<file path="src/rtl/seg7_pkg.sv">
// seg7_pkg: shared active-low seven-segment patterns, bit order {a,b,c,d,e,f,g}
package seg7_pkg;
  typedef logic [6:0] seg_t;
  localparam seg_t SEG_0     = 7'b0000001;
  localparam seg_t SEG_1     = 7'b1001111;
  localparam seg_t SEG_2     = 7'b0010010;
  localparam seg_t SEG_3     = 7'b0000110;
  localparam seg_t SEG_4     = 7'b1001100;
  localparam seg_t SEG_5     = 7'b0100100;
  localparam seg_t SEG_6     = 7'b0100000;
  localparam seg_t SEG_7     = 7'b0001111;
  localparam seg_t SEG_8     = 7'b0000000;
  localparam seg_t SEG_9     = 7'b0000100;
  localparam seg_t SEG_A     = 7'b0001000;
  localparam seg_t SEG_B     = 7'b1100000;
  localparam seg_t SEG_C     = 7'b0110001;
  localparam seg_t SEG_D     = 7'b1000010;
  localparam seg_t SEG_E     = 7'b0110000;
  localparam seg_t SEG_F     = 7'b0111000;
  localparam seg_t SEG_DASH  = 7'b1111110;
  localparam seg_t SEG_BLANK = 7'b1111111;
endpackage

</file>
<file path="src/rtl/seg7_encode.sv">
// seg7_encode: 4-bit value to active-low segment pattern with hex/dash and blank control
import seg7_pkg::*;
module seg7_encode (
  input  logic [3:0] i_val,
  input  logic       i_hex,
  input  logic       i_blank,
  output seg_t       o_seg
);
  seg_t w_lut;
  always_comb begin
    w_lut = SEG_BLANK;
    case (i_val)
      4'h0: w_lut = SEG_0;
      4'h1: w_lut = SEG_1;
      4'h2: w_lut = SEG_2;
      4'h3: w_lut = SEG_3;
      4'h4: w_lut = SEG_4;
      4'h5: w_lut = SEG_5;
      4'h6: w_lut = SEG_6;
      4'h7: w_lut = SEG_7;
      4'h8: w_lut = SEG_8;
      4'h9: w_lut = SEG_9;
      4'hA: w_lut = SEG_A;
      4'hB: w_lut = SEG_B;
      4'hC: w_lut = SEG_C;
      4'hD: w_lut = SEG_D;
      4'hE: w_lut = SEG_E;
      4'hF: w_lut = SEG_F;
    endcase
    o_seg = i_blank ? SEG_BLANK : (!i_hex && i_val > 4'd9) ? SEG_DASH : w_lut;
  end
endmodule

</file>
<file path="src/rtl/seg7_scan_driver.sv">
// seg7_scan_driver: multiplexed N-digit seven-segment driver with prescaled scan,
// anti-ghost blanking, frame-synchronous input latching and leading-zero suppression
import seg7_pkg::*;
module seg7_scan_driver #(
  parameter int NUM_DIGITS   = 4,
  parameter int REFRESH_DIV  = 100000,
  parameter int BLANK_CYCLES = 16
) (
  input  logic                    clk,
  input  logic                    reset,
  input  logic                    en,
  input  logic                    hex_mode,
  input  logic                    lz_en,
  input  logic [4*NUM_DIGITS-1:0] digits_i,
  input  logic [NUM_DIGITS-1:0]   dp_i,
  output logic [6:0]              seg,
  output logic                    dp_n,
  output logic [NUM_DIGITS-1:0]   anode,
  output logic                    frame_start
);
  localparam int CW = $clog2(REFRESH_DIV);
  localparam int IW = $clog2(NUM_DIGITS);
  localparam logic [CW-1:0] CNT_LAST = CW'(REFRESH_DIV - 1);
  localparam logic [CW-1:0] CNT_BLANK = CW'(BLANK_CYCLES);
  localparam logic [IW-1:0] IDX_LAST = IW'(NUM_DIGITS - 1);
  logic [CW-1:0]           r_cnt;
  logic [IW-1:0]           r_idx;
  logic [4*NUM_DIGITS-1:0] r_digits;
  logic [NUM_DIGITS-1:0]   r_dp;
  logic                    r_hex;
  logic                    r_lz;
  logic                    w_last;
  logic                    w_wrap;
  logic                    w_blank;
  logic                    w_hi_zero;
  logic [NUM_DIGITS-1:0]   w_supp;
  logic [3:0]              w_val;
  seg_t                    w_seg;
  assign w_last  = r_cnt == CNT_LAST;
  assign w_wrap  = w_last && r_idx == IDX_LAST;
  assign w_blank = r_cnt < CNT_BLANK || !en;
  assign w_val   = r_digits[{r_idx, 2'b00} +: 4];
  // Walk from the most significant digit down; digit 0 is never suppressed.
  always_comb begin
    w_hi_zero = 1'b1;
    w_supp = '0;
    for (int k = NUM_DIGITS - 1; k > 0; k--) begin
      w_hi_zero = w_hi_zero & (r_digits[4*k +: 4] == 4'd0);
      w_supp[k] = r_lz & w_hi_zero;
    end
  end
  seg7_encode u_enc (
    .i_val  (w_val),
    .i_hex  (r_hex),
    .i_blank(w_supp[r_idx]),
    .o_seg  (w_seg)
  );
  always_ff @(posedge clk) begin
    if (reset) begin
      r_cnt       <= '0;
      r_idx       <= '0;
      r_digits    <= '0;
      r_dp        <= '0;
      r_hex       <= 1'b0;
      r_lz        <= 1'b0;
      seg         <= SEG_BLANK;
      dp_n        <= 1'b1;
      anode       <= '1;
      frame_start <= 1'b0;
    end else begin
      r_cnt       <= w_last ? '0 : r_cnt + 1'b1;
      r_idx       <= w_wrap ? '0 : w_last ? r_idx + 1'b1 : r_idx;
      frame_start <= w_wrap;
      if (w_wrap) begin
        r_digits <= digits_i;
        r_dp     <= dp_i;
        r_hex    <= hex_mode;
        r_lz     <= lz_en;
      end
      seg   <= w_blank ? SEG_BLANK : w_seg;
      dp_n  <= w_blank | ~r_dp[r_idx];
      anode <= w_blank ? '1 : ~(NUM_DIGITS'(1) << r_idx);
    end
  end
endmodule

</file>
<file path="config.mk">
export PLATFORM = sky130hd
export DESIGN_NAME = seg7_scan_driver
export DESIGN_NICKNAME = d
export VERILOG_FILES = /design/src/rtl/seg7_pkg.sv /design/src/rtl/seg7_encode.sv /design/src/rtl/seg7_scan_driver.sv
export SDC_FILE = /design/constraint.sdc
export NUM_CORES = 1
export LEC_CHECK = 0
export CAP_MARGIN = 40
export CORE_UTILIZATION = 53
export DETAILED_ROUTE_END_ITERATION = 6
export HOLD_SLACK_MARGIN = 0.12
export PLACE_DENSITY = 0.79
export SLEW_MARGIN = 20
export SYNTH_ARGS = -nofsm -noshare
export SYNTH_HDL_FRONTEND = slang
export SYNTH_SLANG_ARGS = --single-unit
</file>
<file path="constraint.sdc">
create_clock -name clk -period 3.1 [get_ports clk]
set_input_delay 0.775 -clock clk [delete_from_list [all_inputs] [get_ports clk]]
set_output_delay 0.775 -clock clk [all_outputs]
set_load 0.1 [all_outputs]
</file>
==> flow_metrics.env <==
export IMPL_synth_area_per_cell_sq_um=10.2
export IMPL_htreeDepth=2
export IMPL_vias=1884
export IMPL_grt_pass1_wl_um=8110
export IMPL_chipWidth_um=69.5
export IMPL_clk_pin_slew_ps=100
export IMPL_final_nets=309
export IMPL_io_pins=38
export IMPL_max_cap_viol_count=0
export IMPL_die_y_um=69.5
export IMPL_cts_buffers=5
export IMPL_synth_most_common_cell="dfxtp_1"
export IMPL_synthFlopType="dfxtp_1"
export IMPL_grt_overflow=0
export IMPL_max_vdd_ir_drop_mv=0.256
export IMPL_fin_skew_ps=8.78
export IMPL_cp_top_family="multiplexers"
export IMPL_clk_path_buf_depth=2
export IMPL_yosysSeqAreaShare_pct=44.8
export IMPL_clk_latency_ps=310
export IMPL_grt_max_degree=25
export IMPL_outcome="complete, no violations"
export IMPL_final_hold_viol_count=0
export IMPL_yosys_area_top_type="dfxtp_1"
export IMPL_ys_top_cells_by_area="dfxtp_1 45%, a22o_1 8.0%, ha_1 5.7%"
export IMPL_hold_buffers=0
export IMPL_synth_async_reset_ratio_pct=0
export IMPL_ctsResizeCount=0
export IMPL_first_pass_iters=4
export IMPL_synth_common_cells="54 x dfxtp_1, 22 x a22o_1, 17 x nor2_1"
export IMPL_rsz0062_at_grt="false"
export IMPL_fmax_mhz=395
export IMPL_num_rows=24
export IMPL_synth_top_area_share_pct=44.8
export IMPL_cts_setup_buffers=0
export IMPL_drc_errors=0
export IMPL_cp_arrival_ps=2680
export IMPL_cp_cell_sequence="mux4_2 > inv_1 > ha_1 > nor2_1 > o211ai_1 > o2111a_2 > o2111ai_1"
export IMPL_grt_pass1_vias=1731
export IMPL_min_path_type="reg -> reg"
export IMPL_gp_routability_congestion=0.810
export IMPL_fp_coreArea_sq_mm=0.00435
export IMPL_worstSetupPathType="reg -> reg"
export IMPL_routedWlPerCell_um=14.7
export IMPL_path_max_fanout=9
export IMPL_synth_nets=272
export IMPL_viasPerCell=5.78
export IMPL_drtAntennaViolNets=0
export IMPL_start_util_pct=55.4
export IMPL_cts_tree="yes"
export IMPL_ys_ff_latch=54
export IMPL_period_share_pct=81.7
export IMPL_netlist_area_sq_mm=0.00241
export IMPL_max_slew_margin_rel_pct=47.5
export IMPL_clock_root_buffer="clkbuf_8"
export IMPL_antenna_found_initial=0
export IMPL_endpoint_kind="flip-flop"
export IMPL_finalCriticalPeriod_ps=2530
export IMPL_critPathLaunchType="flip-flop"
export IMPL_io_buffers=37
export IMPL_critPathMaxStageDelay_ps=640
export IMPL_whs_ps=480
export IMPL_yosys_warnings=0
export IMPL_slew_violations=0
export IMPL_dieArea_sq_mm=0.00483
export IMPL_p_per_area_mw_per_mm2=447
export IMPL_drtIter0Drc=129
export IMPL_synth_edf_count=0
export IMPL_tightestPinTransition_ps=779
export IMPL_crit_slowest_cell="mux4_2"
export IMPL_crit_required_ps=3250
export IMPL_setup_viol=0
export IMPL_drive_gt1_share_pct=14.6
export IMPL_syn_instance_count=236
export IMPL_synth_distinct_cells=43
export IMPL_track_usage_pct=21.0
export IMPL_setup_tns_ps=0
export IMPL_syn2layout_area_growth_pct=20.8
export IMPL_p_leak_nw=1.07
export IMPL_hpwl_um=3430
export IMPL_cts_sinks=54
export IMPL_worst_path_buf_inv=1
export IMPL_power_mw=1.30
export IMPL_drt_total_wl_um=4780
export IMPL_diodes=0
[layout make-up]
cell class | instances | area, sq um
timing repair buffer | 39 | 353
fill | 334 | 1440
clock inverter | 3 | 68.8
clock buffer | 5 | 68.8
inverter | 12 | 45.0
sequential | 54 | 1080
tap | 52 | 65.1
multi-input combinational | 161 | 1230
[stage by stage]
stage	instance area [sq um]	setup WS, ps	std cells	utilization (%)
after floorplan	2410	929	236	-
after global placement	2780	761	318	63.8
final	2920	566	326	67.0
after CTS	2920	570	326	67.0
after detailed placement	2780	615	318	63.8
after global routing	2920	429	326	67.0
[state kept, by name, indices dropped and copies added (netlist names)]
signal       flops
r_lz             1
r_dp             4
dp_n             1
r_digits        16
frame_start      1
r_hex            1
r_idx            2
r_cnt           17
seg              7
anode            4
[final timing paths]
| check | slack (ps) | startpoint | depth (start not counted) | endpoint |
|---|---|---|---|---|
| max | 570 | r_idx[0] | 7 | seg[3] |
| min | 480 | r_cnt[0] | 1 | r_cnt[0] |
| max reg2reg | 570 | r_idx[0] | 7 | seg[3] |
| min reg2reg | 480 | r_cnt[0] | 1 | r_cnt[0] |
[cell families after synthesis]
kind of cell	count (synthesis)	synth area share, %
AOI/OAI and AO/OA	50	16.2
xor gates and xnor gates	12	4.35
adders and majority gates	11	5.70
buffers and inverters	21	4.10
DFF	54	44.8
muxes	9	6.38
and+or+nand+nor	79	18.5
[cells in the final DEF (no fill, tap or decap), types with 2 or more instances in the layout]
cell type        instances
nor4_1                   3
nand2_1                 15
a21oi_1                  7
o211ai_1                 3
clkdlybuf4s50_1         24
nor3_1                   7
or3b_2                   3
nand3_1                 11
mux2i_1                  3
or4_4                    3
or4_1                    4
a22o_1                  22
ha_1                    11
inv_1                   12
nand4_1                  3
or3_1                    6
xnor2_1                  7
clkbuf_8                 5
dfxtp_1                 54
nor2_1                  17
xor2_1                   5
bufinv_16                2
buf_4                   15
mux4_2                   5
o21ai_0                  8
[power breakdown]
| part | switching [mW] | leakage (nW) | internal, mW |
|---|---|---|---|
| Clock | 0.230 | 0.0683 | 0.323 |
| Sequential | 0.00341 | 0.436 | 0.696 |
| Combinational | 0.0179 | 0.562 | 0.0315 |
| Total | 0.252 | 1.07 | 1.05 |
[metal layers]
metal  global-route usage [%]  wire, um
met1                     30.6      2410
met2                     30.5      2110
met3                     5.52       223
met4                     6.12        35
met5                        0         0
[worst register-to-register path, cell delays in order, from the launching register on]
cell and delay (ps):
dfxtp_1 610, mux4_2 640, inv_1 150, ha_1 290, nor2_1 70, o211ai_1 170, o2111a_2 300, o2111ai_1 130
(Power assumes the default switching activity.)
